<file path="src/rtl/ctrl_pkg.sv">
// Shared definitions for the RV64I multicycle control unit: FSM states, opcode
// classes, ALU operation codes, splice codes and ALUSrcB selects.
package ctrl_pkg;

    typedef enum logic [3:0] {
        S_FETCH, S_IRLOAD, S_DECODE, S_EXEC_R, S_EXEC_I, S_ADDR, S_LD_MEM,
        S_LD_MDR, S_LD_WB, S_ST_MEM, S_ALU_WB, S_BRANCH, S_PC_INC, S_HALT
    } state_t;

    typedef enum logic [2:0] {
        CLS_R, CLS_I, CLS_LOAD, CLS_STORE, CLS_BRANCH, CLS_SYSTEM, CLS_NONE
    } op_class_t;

    localparam logic [6:0] OP_R      = 7'b0110011;
    localparam logic [6:0] OP_IMM    = 7'b0010011;
    localparam logic [6:0] OP_LOAD   = 7'b0000011;
    localparam logic [6:0] OP_STORE  = 7'b0100011;
    localparam logic [6:0] OP_BRANCH = 7'b1100011;
    localparam logic [6:0] OP_SYSTEM = 7'b1110011;

    localparam logic [31:0] INSN_EBREAK = 32'h0010_0073;

    localparam logic [3:0] ALU_ADD = 4'b0000;
    localparam logic [3:0] ALU_SUB = 4'b0001;
    localparam logic [3:0] ALU_AND = 4'b0010;
    localparam logic [3:0] ALU_OR  = 4'b0011;
    localparam logic [3:0] ALU_XOR = 4'b0100;
    localparam logic [3:0] ALU_SLT = 4'b0101;

    localparam logic [1:0] SPLICE_D = 2'b00;
    localparam logic [1:0] SPLICE_W = 2'b01;
    localparam logic [1:0] SPLICE_H = 2'b10;
    localparam logic [1:0] SPLICE_B = 2'b11;

    localparam logic [1:0] SRCB_REG  = 2'd0;
    localparam logic [1:0] SRCB_FOUR = 2'd1;
    localparam logic [1:0] SRCB_IMM  = 2'd2;
    localparam logic [1:0] SRCB_BOFF = 2'd3;

    typedef struct packed {
        logic       pc_write;
        logic       pc_write_cond;
        logic       pc_source;
        logic       alu_src_a;
        logic       load_aout;
        logic       reg_write;
        logic       load_reg_a;
        logic       load_reg_b;
        logic       mem_to_reg;
        logic       dmem_op;
        logic       load_mdr;
        logic       ir_write;
        logic [1:0] alu_src_b;
        logic [3:0] alu_op;
        logic [1:0] load_splice;
        logic [1:0] store_splice;
    } ctrl_flags_t;

    function automatic op_class_t classify(input logic [6:0] opcode);
        case (opcode)
            OP_R:      return CLS_R;
            OP_IMM:    return CLS_I;
            OP_LOAD:   return CLS_LOAD;
            OP_STORE:  return CLS_STORE;
            OP_BRANCH: return CLS_BRANCH;
            OP_SYSTEM: return CLS_SYSTEM;
            default:   return CLS_NONE;
        endcase
    endfunction

    // Only funct3 values 000..011 reach a memory state; others halt in decode.
    function automatic logic [1:0] splice_code(input logic [2:0] funct3);
        case (funct3)
            3'b011:  return SPLICE_D;
            3'b010:  return SPLICE_W;
            3'b001:  return SPLICE_H;
            default: return SPLICE_B;
        endcase
    endfunction

endpackage

</file>
<file path="src/rtl/alu_op_decode.sv">
// Combinational ALU operation decode and legality check for R, I, load/store
// and branch classes; system-class legality is resolved by the caller.
module alu_op_decode
    import ctrl_pkg::*;
(
    input  op_class_t  op_class,
    input  logic [2:0] funct3,
    input  logic [6:0] funct7,
    output logic [3:0] alu_op,
    output logic       legal
);

    logic [3:0] f3_op;
    logic       f3_ok;

    always_comb begin
        f3_op = ALU_ADD;
        f3_ok = 1'b1;
        case (funct3)
            3'b000:  f3_op = ALU_ADD;
            3'b111:  f3_op = ALU_AND;
            3'b110:  f3_op = ALU_OR;
            3'b100:  f3_op = ALU_XOR;
            3'b010:  f3_op = ALU_SLT;
            default: f3_ok = 1'b0;
        endcase
    end

    always_comb begin
        alu_op = ALU_ADD;
        legal  = 1'b0;
        case (op_class)
            CLS_R: begin
                alu_op = (funct7 == 7'h20) ? ALU_SUB : f3_op;
                legal  = ((funct7 == 7'h00) && f3_ok) ||
                         ((funct7 == 7'h20) && (funct3 == 3'b000));
            end
            CLS_I: begin
                alu_op = f3_op;
                legal  = f3_ok;
            end
            // Unsigned loads (lbu/lhu/lwu) are outside the supported set.
            CLS_LOAD, CLS_STORE: legal = ~funct3[2];
            CLS_BRANCH: begin
                alu_op = ALU_SUB;
                legal  = (funct3[2:1] == 2'b00);
            end
            default: legal = 1'b0;
        endcase
    end

endmodule

</file>
<file path="src/rtl/control_fsm.sv">
// Multicycle control FSM for the RV64I datapath. Optional performance counters
// are built only when CTRL_PERF_CNT_EN is defined; otherwise they read 0.
module control_fsm
    import ctrl_pkg::*;
#(
    parameter int CNT_W = 32
) (
    input  logic             clk,
    input  logic             reset,
    input  logic [31:0]      instruction,
    input  logic             alu_zero,
    output logic             PCWrite,
    output logic             PCWriteCond,
    output logic             PCSource,
    output logic             ALUSrcA,
    output logic             LoadAOut,
    output logic             RegWrite,
    output logic             LoadRegA,
    output logic             LoadRegB,
    output logic             MemToReg,
    output logic             DMemOp,
    output logic             LoadMDR,
    output logic             IMemRead,
    output logic             IRWrite,
    output logic [1:0]       ALUSrcB,
    output logic [3:0]       ALUOp,
    output logic [1:0]       LoadSplice,
    output logic [1:0]       StoreSplice,
    output logic             halted,
    output logic             illegal,
    output logic [CNT_W-1:0] cycle_cnt,
    output logic [CNT_W-1:0] instret_cnt
);

    state_t      state, ns;
    ctrl_flags_t flags_r, flags_ns;
    logic        bne_arm_r, bne_arm_ns;
    logic        halted_r, illegal_r;

    op_class_t   op_class;
    logic [3:0]  dec_alu_op;
    logic        dec_legal, decode_ok, is_bne, branch_taken;

    assign op_class     = classify(instruction[6:0]);
    assign decode_ok    = (op_class == CLS_SYSTEM) ? (instruction == INSN_EBREAK) : dec_legal;
    assign is_bne       = instruction[12];
    assign branch_taken = is_bne ? ~alu_zero : alu_zero;

    alu_op_decode u_alu_op_decode (
        .op_class (op_class),
        .funct3   (instruction[14:12]),
        .funct7   (instruction[31:25]),
        .alu_op   (dec_alu_op),
        .legal    (dec_legal)
    );

    function automatic ctrl_flags_t pc_inc(input ctrl_flags_t f);
        ctrl_flags_t r = f;
        r.alu_src_a = 1'b0;
        r.alu_src_b = SRCB_FOUR;
        r.alu_op    = ALU_ADD;
        r.pc_source = 1'b0;
        r.pc_write  = 1'b1;
        r.load_aout = 1'b0;
        return r;
    endfunction

    // Flags are registered from the next state so each state's outputs are flop-driven.
    always_comb begin
        ns         = state;
        flags_ns   = '0;
        bne_arm_ns = 1'b0;
        case (state)
            S_FETCH:  ns = S_IRLOAD;
            S_IRLOAD: ns = S_DECODE;
            S_DECODE: begin
                if (!decode_ok) ns = S_HALT;
                else begin
                    case (op_class)
                        CLS_R:               ns = S_EXEC_R;
                        CLS_I:               ns = S_EXEC_I;
                        CLS_LOAD, CLS_STORE: ns = S_ADDR;
                        CLS_BRANCH:          ns = S_BRANCH;
                        default:             ns = S_HALT;
                    endcase
                end
            end
            S_EXEC_R, S_EXEC_I:                   ns = S_ALU_WB;
            S_ADDR:   ns = (op_class == CLS_LOAD) ? S_LD_MEM : S_ST_MEM;
            S_LD_MEM:                             ns = S_LD_MDR;
            S_LD_MDR:                             ns = S_LD_WB;
            S_LD_WB, S_ALU_WB, S_ST_MEM, S_PC_INC: ns = S_FETCH;
            S_BRANCH: ns = branch_taken ? S_FETCH : S_PC_INC;
            default:                              ns = S_HALT;
        endcase

        case (ns)
            S_IRLOAD: flags_ns.ir_write = 1'b1;
            S_DECODE: begin
                flags_ns.load_reg_a = 1'b1;
                flags_ns.load_reg_b = 1'b1;
                flags_ns.alu_src_b  = SRCB_BOFF;
                flags_ns.alu_op     = ALU_ADD;
                flags_ns.load_aout  = 1'b1;
            end
            S_EXEC_R, S_EXEC_I, S_ADDR: begin
                flags_ns.alu_src_a = 1'b1;
                flags_ns.alu_src_b = (ns == S_EXEC_R) ? SRCB_REG : SRCB_IMM;
                flags_ns.alu_op    = (ns == S_ADDR) ? ALU_ADD : dec_alu_op;
                flags_ns.load_aout = 1'b1;
            end
            S_LD_MDR: flags_ns.load_mdr = 1'b1;
            S_LD_WB: begin
                flags_ns             = pc_inc(flags_ns);
                flags_ns.reg_write   = 1'b1;
                flags_ns.mem_to_reg  = 1'b1;
                flags_ns.load_splice = splice_code(instruction[14:12]);
            end
            S_ALU_WB: begin
                flags_ns           = pc_inc(flags_ns);
                flags_ns.reg_write = 1'b1;
            end
            S_ST_MEM: begin
                flags_ns              = pc_inc(flags_ns);
                flags_ns.dmem_op      = 1'b1;
                flags_ns.store_splice = splice_code(instruction[14:12]);
            end
            S_PC_INC: flags_ns = pc_inc(flags_ns);
            S_BRANCH: begin
                flags_ns.alu_src_a     = 1'b1;
                flags_ns.alu_src_b     = SRCB_REG;
                flags_ns.alu_op        = ALU_SUB;
                flags_ns.pc_source     = 1'b1;
                flags_ns.pc_write_cond = ~is_bne;
                bne_arm_ns             = is_bne;
            end
            default: flags_ns = '0;
        endcase
    end

    always_ff @(posedge clk or negedge reset) begin
        if (!reset) begin
            state     <= S_FETCH;
            flags_r   <= '0;
            bne_arm_r <= 1'b0;
            halted_r  <= 1'b0;
            illegal_r <= 1'b0;
        end else begin
            state     <= ns;
            flags_r   <= flags_ns;
            bne_arm_r <= bne_arm_ns;
            if (ns == S_HALT) halted_r <= 1'b1;
            if (state == S_DECODE && !decode_ok) illegal_r <= 1'b1;
        end
    end

    // bne writes the PC only when the subtract result is non-zero in the branch cycle.
    assign PCWrite     = flags_r.pc_write | (bne_arm_r & ~alu_zero);
    assign PCWriteCond = flags_r.pc_write_cond;
    assign PCSource    = flags_r.pc_source;
    assign ALUSrcA     = flags_r.alu_src_a;
    assign LoadAOut    = flags_r.load_aout;
    assign RegWrite    = flags_r.reg_write;
    assign LoadRegA    = flags_r.load_reg_a;
    assign LoadRegB    = flags_r.load_reg_b;
    assign MemToReg    = flags_r.mem_to_reg;
    assign DMemOp      = flags_r.dmem_op;
    assign LoadMDR     = flags_r.load_mdr;
    assign IRWrite     = flags_r.ir_write;
    assign ALUSrcB     = flags_r.alu_src_b;
    assign ALUOp       = flags_r.alu_op;
    assign LoadSplice  = flags_r.load_splice;
    assign StoreSplice = flags_r.store_splice;
    assign halted      = halted_r;
    assign illegal     = illegal_r;
    // Reset parks the FSM in fetch; gating keeps the read strobe low while reset is held.
    assign IMemRead    = reset & (state == S_FETCH);

`ifdef CTRL_PERF_CNT_EN
    logic [CNT_W-1:0] cycle_q, instret_q;

    always_ff @(posedge clk or negedge reset) begin
        if (!reset) begin
            cycle_q   <= '0;
            instret_q <= '0;
        end else begin
            if (!halted_r) cycle_q <= cycle_q + CNT_W'(1);
            if (ns == S_FETCH) instret_q <= instret_q + CNT_W'(1);
        end
    end

    assign cycle_cnt   = cycle_q;
    assign instret_cnt = instret_q;
`else
    assign cycle_cnt   = '0;
    assign instret_cnt = '0;
`endif

endmodule

</file>
<file path="config.mk">
export PLATFORM = sky130hd
export DESIGN_NAME = control_fsm
export DESIGN_NICKNAME = d
export VERILOG_FILES = /design/src/rtl/ctrl_pkg.sv /design/src/rtl/alu_op_decode.sv /design/src/rtl/control_fsm.sv
export SDC_FILE = /design/constraint.sdc
export NUM_CORES = 1
export LEC_CHECK = 0
export ABC_AREA = 1
export CAP_MARGIN = 20
export CORE_MARGIN = 4
export CORE_UTILIZATION = 35
export CTS_BUF_LIST = sky130_fd_sc_hd__clkbuf_4
export DETAILED_ROUTE_END_ITERATION = 6
export PLACE_DENSITY = 0.75
export SKIP_LAST_GASP = 1
export SLEW_MARGIN = 20
export SYNTH_ARGS = -nofsm -noshare
export SYNTH_HDL_FRONTEND = slang
export SYNTH_SLANG_ARGS = --single-unit
</file>
<file path="constraint.sdc">
create_clock -name clk -period 1.86 [get_ports clk]
set_input_delay 0.372 -clock clk [delete_from_list [all_inputs] [get_ports clk]]
set_output_delay 0.372 -clock clk [all_outputs]
set_load 0.1 [all_outputs]
</file>
==> results of run 1 <==
[synthesized netlist by cell type (2+ instances only)]
| master | n |
|---|---|
| inv_2 | 4 |
| nand3_1 | 6 |
| nor3_2 | 2 |
| nand2_2 | 5 |
| buf_4 | 76 |
| nand2_1 | 37 |
| nand3_4 | 2 |
| nand2_4 | 2 |
| dfrtp_1 | 27 |
| a211oi_1 | 2 |
| nor2_2 | 2 |
| nor2_1 | 43 |
| o21ai_0 | 6 |
| a21oi_1 | 6 |
| inv_1 | 31 |
| nor3_1 | 5 |
| nor2_4 | 3 |
| nand4_1 | 8 |
[worst max-delay path by stage]
stage	from	end	slack, ns	depth (start not counted)
after floorplan	LoadRegA	LoadRegB	0.16	1
after global placement	instruction[13]	LoadAOut	-0.43	14
after detailed placement	instruction[13]	ALUSrcA	-0.47	14
after CTS	instruction[12]	ALUOp[2]	0.007	12
after global routing	instruction[28]	ALUSrcA	-0.04	14
final	instruction[28]	ALUSrcA	0.07	14
[per-stage QoR]
stage | hold WS, ns | std cells | total power, mW | utilization, %
6_report | 0.361 | 446 | 1.60 | 52.8
4_1_cts | 0.395 | 435 | 1.60 | 49.6
2_1_floorplan | 0.0764 | 343 | 1.32 | -
3_5_place_dp | 0.515 | 425 | 1.34 | 47.8
5_1_grt | 0.350 | 446 | 1.66 | 52.8
3_3_place_gp | 0.513 | 425 | 1.33 | 47.8
[cell type report]
| class | count | area share (%) |
|---|---|---|
| tap | 75 | 3.00 |
| inverter | 35 | 4.29 |
| clock buffer | 4 | 0.961 |
| multi-input combinational | 205 | 35.5 |
| sequential | 27 | 21.6 |
| timing repair buffer | 100 | 34.6 |
[flip-flops by register name (all words and copies together) (netlist names)]
name,count
illegal,1
StoreSplice,2
ALUOp,3
flags_r,1
MemToReg,1
state,4
LoadMDR,1
LoadAOut,1
DMemOp,1
LoadSplice,2
PCWriteCond,1
RegWrite,1
bne_arm_r,1
ALUSrcA,1
ALUSrcB,2
IRWrite,1
PCSource,1
halted,1
LoadRegA,1
[logic make-up (layout without fill, tap and decap cells)]
kind of cell	count (synthesis)	after routing	synth area share, %
AO/OA/AOI/OAI	21	21	6.64
buffers and inverters	111	139	33.0
flip-flops	27	27	31.7
AND/OR/NAND/NOR	119	119	28.5
other	1	65	0.176
[power by group through the flow]
stage,registers (mW),clock network (mW),logic [mW]
after floorplan,0.598,0,0.717
after global placement,0.598,0,0.737
after detailed placement,0.598,0,0.740
after CTS,0.587,0.277,0.739
after global routing,0.587,0.304,0.773
final,0.587,0.268,0.749
[routing by layer]
| metal | share of wire, % | global-route usage (%) | vias to the layer above |
|---|---|---|---|
| met5 | 0 | 0 | - |
| met4 | 2.6 | 6.19 | 0 |
| met3 | 9.6 | 2.50 | 9 |
| met2 | 51 | 23.0 | 98 |
| met1 | 37 | 13.9 | 823 |
| li1 | - | - | 915 |
[placed cells by master (no fill, tap or decap), drive strengths merged, types with 2 or more instances in the layout]
master | netlist | final
a211oi | 2 | 2
nand3 | 9 | 9
buf | 76 | 66
nor2 | 48 | 48
conb | 1 | 65
nand4 | 9 | 9
dlymetal6s2s | 0 | 7
inv | 35 | 35
clkbuf | 0 | 4
clkdlybuf4s50 | 0 | 19
nand2 | 44 | 44
o21ai | 6 | 6
a21oi | 7 | 7
dfrtp | 27 | 27
nor3 | 8 | 8
dlygate4sd2 | 0 | 7
[critical path: stages]
cell and delay (ns):
clkdlybuf4s50_1 0.49, inv_1 0.06, nand2_2 0.07, nor2_2 0.04, nand2_1 0.07, nand3_2 0.08, nand2_2 0.10, nand4_1 0.19
nand2_4 0.17, inv_1 0.06, nand2_2 0.06, nor2_1 0.04, a21oi_2 0.13, nand2_1 0.07
[timing repair]
| item | CTS | global route |
|---|---|---|
| setup buffers | 6 | 11 |
| hold buffers | 0 | 0 |
| pin swaps | 7 | 28 |
| setup endpoints to repair | 9 | 9 |
| gates resized for setup | 18 | 41 |
==> impl_results.md, run 1 <==
* CTS H-tree lvls at 1
* Final Net Count at 407
* Number of global-route vias before repair at 1750
* Die Y at 86.0 um
* Post-route cell area at 3120 um^2
* Worst-Skew Late Latency at 0.33 ns
* CTS tree: built
* Status: completed
* IO Pins at 124
* Switching share of power at 51.2%
* Net Sw Power at 821 uW
* CP Launch Type: input port
* Cell taking the most area after synthesis: dfrtp_1
* Max Clock Freq at 560 MHz
* Worst Setup End Kind: flip-flop
* First-pass GRT wire length at 7450 um
* Crit Path Class: in -> reg
* Sequential area share after synthesis at 31.7%
* Number of remaining DRC errors at 0
* Dpl hpwl at 4060 um
* Port Buffers at 58
* Worst path arrival time at 2.02 ns
* Post-route setup slack at 0.0739 ns
* Area Overhead vs Synth at 46.8%
* TritonCTS Sinks at 27
* Clk buf depth at 2
* Drt first pass iters at 4
* Power Internal at 783 uW
* Clk root buf: clkbuf_4
* Clock slew at reported path FFs at 0.14 ns
* Pwr/cell area at 513 nW/um^2
* Logic pwr share at 46.7%
* Layout cells sized above 1 at 33.4%
* Total gr overflow at 0
* Worst Hold End: PCWriteCond
* Post-synth top area share at 31.7%
* DP Worst Slack at -0.470 ns
* Pins Over Slew Limit at 0
* Clk network pwr share at 16.7%
* Via Count at 1845
* Synth async-reset ratio at 100%
* Post-synth top flop: dfrtp_1
* WL per Instance at 11.4 um
* DIE WIDTH at 86.0 um
* Synth top area cells: dfrtp_1 32%, buf_4 27%, nor2_1 7.6%
* Total core area at 5920 um^2
* Drt via density at 4.14
* Leakage at 1.70 nW
* Yosys cell types at 30
* Mapped Area at 2130 um^2
* Syn Area/Cell at 7.63 um^2
* Cell Rows at 28
* Largest net degree at the start of global routing at 28
* DP Area at 2830 um^2
* DRT iter0 DRCs at 122
* Setup TNS at 0 ns
* CTS Buf Count at 3
* Reg-to-Reg End: ALUOp[1]
* Register area at 676 um^2
* Worst hold path cell count at 3
* Antenna cells at 0
* Starting Density at 35.9%
* Yosys warning count at 0
* Remaining antenna violation count at 0
* Final hold vios at 0
* Reg2Reg Launch Point: state[0]
* Die area at 7390 um^2
* DRT Wirelength at 5080 um
* Worst vdd ir at 0.000447 V
* R2r setup slk at 0.09 ns
* Skew final at 0.00457 ns
* Period utilisation layout at 96.0%
* Post-synthesis register bit count at 27
* Initial antenna violation count at 0
* Gate Count Post-Synth at 279
* Crit-path max FO at 6
* Final GP Congestion at 0.893
* Reg2Reg Depth at 10
* Seq pwr share at 36.6%
* Hold Crit Start: instruction[12]
* Max Cap Viol at 0
* Fill count at 550
* Final setup viols at 0
* Unrepaired setup endpoints after global routing: true
* Post-synth EDFFs at 0
* Worst Hold Class: in -> reg
* Tmin final at 1.79 ns
* Global Route Usage Sum at 12.7%
* Required time of the worst setup path at 2.09 ns
* Footprint of the multi-input gates at 1110 um^2
No activity file was read; power rests on OpenSTA's default activity.
==> run 2, diff against run 1 <==
--- a/config.mk
+++ b/config.mk
@@ -7,11 +7,13 @@
 export LEC_CHECK = 0
 export ABC_AREA = 1
 export CAP_MARGIN = 20
+export CELL_PAD_IN_SITES_DETAIL_PLACEMENT = 0
+export CELL_PAD_IN_SITES_GLOBAL_PLACEMENT = 1
 export CORE_MARGIN = 4
-export CORE_UTILIZATION = 35
-export CTS_BUF_LIST = sky130_fd_sc_hd__clkbuf_4
+export CORE_UTILIZATION = 27
+export CTS_BUF_LIST = sky130_fd_sc_hd__clkbuf_8
 export DETAILED_ROUTE_END_ITERATION = 6
-export PLACE_DENSITY = 0.75
+export PLACE_DENSITY_LB_ADDON = 0.1
 export SKIP_LAST_GASP = 1
 export SLEW_MARGIN = 20
 export SYNTH_ARGS = -nofsm -noshare
==> impl_results.md, run 2 (synthesized netlist as in run 1, its figures left out) <==
* Status: completed
* Post-CTS Hold Fix Bufs at 0 (unchanged)
* Cell Rows at 32 (+14%)
* WL per Instance at 10.3 um (-9.6%)
* Non-Filler Instances at 467 (+4.7%)
* TritonCTS Sinks at 27 (unchanged)
* DRT Wirelength at 4810 um (-5.3%)
* Crit path launch: instruction[3]
* Die area at 9370 um^2 (+27%)
* Unrepaired setup endpoints after global routing: true
* Remaining antenna violation count at 0 (unchanged)
* Setup TNS at 0 ns (unchanged)
* Leakage at 1.70 nW (-0.20%)
* Required time of the worst setup path at 2.07 ns (-0.02 ns)
* Highest-count cells in the layout ignoring fill and taps: 65 x conb_1, 36 x buf_4, 33 x nor2_1
* Largest register FFs at 4 (unchanged)
* CTS Buf Count at 3 (unchanged)
* DP Area at 2980 um^2 (+5.2%)
* Crit-path max FO at 5 (-1)
* Via Count at 1742 (-5.6%)
* Worst-Skew Late Latency at 0.27 ns (-0.06 ns)
* Starting Density at 27.7% (-8.3 points)
* First-pass GRT wire length at 7700 um (+3.4%)
* Pins Over Slew Limit at 0 (unchanged)
* CTS tree: built
* Worst path arrival time at 1.97 ns (-0.05 ns)
* Reg2Reg Launch Point: state[0]
* Total core area at 7690 um^2 (+30%)
* DRT iter0 DRCs at 33 (-73%)
* Final Net Count at 401 (-1.5%)
* Skew final at 0.00163 ns (-0.00293 ns)
* Number of remaining DRC errors at 0 (unchanged)
* DIE WIDTH at 96.8 um (+13%)
* Period utilisation layout at 94.4% (-1.7 points)
* Layout cells sized above 1 at 32.1% (-1.4 points)
* Commonest non-fill, non-tap cell in the layout: conb_1
* CP Launch Type: input port
* Drt via density at 3.73 (-9.8%)
* IO Pins at 124 (unchanged)
* CTS H-tree lvls at 1 (unchanged)
* Crit Path Class: in -> reg
* Worst vdd ir at 0.000281 V (-37%)
* Worst Setup End Kind: flip-flop
* Largest net degree at the start of global routing at 28 (unchanged)
* Total gr overflow at 0 (unchanged)
* Final GP Congestion at 0.807 (-9.6%)
* Antenna cells at 0 (unchanged)
* Drt first pass iters at 3 (-1)
* Max Clock Freq at 570 MHz (+1.8%)
* Tmin final at 1.76 ns (-0.0308 ns)
* Inst Count DP at 457 (+7.5%)
* Die Y at 96.8 um (+13%)
* Area Overhead vs Synth at 50.3%
* Core Util, Final at 41.6% (-11 points)
* Pwr Total at 1.66 mW (+3.6%)
* Clock slew at reported path FFs at 0.08 ns (-0.06 ns)
* Final hold vios at 0 (unchanged)
* Number of global-route vias before repair at 1685 (-3.7%)
* Post-route cell area at 3200 um^2 (+2.4%)
* Final setup viols at 0 (unchanged)
* Max Cap Viol at 0 (unchanged)
* Clk root buf: clkbuf_8
* Global Route Usage Sum at 9.92% (-2.7 points)
* Register with the most flip-flops: state
* Dpl hpwl at 4150 um (+2.2%)
* Initial antenna violation count at 0 (unchanged)
* Worst Hold Class: in -> async
* Clk buf depth at 2 (unchanged)
* Port Buffers at 58 (unchanged)
* Pwr/cell area at 519 nW/um^2 (+1.2%)
run 2: cell types whose count changed in the layout (fill, tap and decap cells not counted), sizes merged:
cell | previous run | this run
clkdlybuf4s15 | 1 | 0
clkbuf | 4 | 3
dlygate4sd2 | 7 | 10
buf | 66 | 60
inv | 35 | 36
clkdlybuf4s50 | 19 | 17
run 2: per-stage QoR:
stage	worst slack (ns)	hold WS, ns
floorplan	0.164	0.0764
global placement	-0.456	0.513
detailed placement	-0.464	0.515
CTS	0.00209	0.504
global route	-0.0445	0.535
finish	0.105	0.494
run 2: timing repair:
action,CTS,global route
pin swaps,7,18
gates resized for setup,24,31
endpoints found under the setup margin,10,11
setup buffers,3,3
run 2: layout make-up:
type / count / area (um^2)
Fill cell: 817 / 4490
Sequential cell: 27 / 677
Multi-Input combinational cell: 205 / 1120
Timing Repair Buffer: 94 / 1100
Tap cell: 102 / 128
Clock inverter: 1 / 3.75
Inverter: 35 / 131
Clock buffer: 3 / 41.3
run 2: layer usage:
metal	vias to the layer above	global-route usage (%)	wire [um]
met5	-	0	0
met4	0	4.86	140
met3	9	2.60	382
met2	72	16.6	2380
met1	757	11.7	1900
li1	904	-	-
run 2: worst max-delay path, stage by stage:
cell and delay (ns):
dlygate4sd2_1 0.27, nor3_4 0.29, buf_4 0.16, nand3_1 0.07
nand2_1 0.08, inv_2 0.05, nand3_4 0.08, nand2_2 0.06
nand2_4 0.10, nand2_4 0.07, nor2_4 0.11, nand2_2 0.07
nand2_1 0.07, nand2_1 0.05, nand2_1 0.05
run 2: path summary, 6_finish.rpt:
kind,cells past startpoint,slack [ns],endpoint
setup / recovery,15,0.10,ALUOp[0]
hold / removal,2,0.49,RegWrite
setup reg to reg,9,0.14,PCWriteCond
hold reg to reg,2,0.53,illegal
max in group asynchronous,2,1.10,state[0]
min in group clk,2,0.53,illegal
run 2: power breakdown:
part           total (mW)  switching (mW)  leakage [nW]  internal [mW]
registers           0.586               0         0.351          0.586
logic               0.757           0.654          1.32          0.103
clock network       0.319           0.171        0.0269          0.148
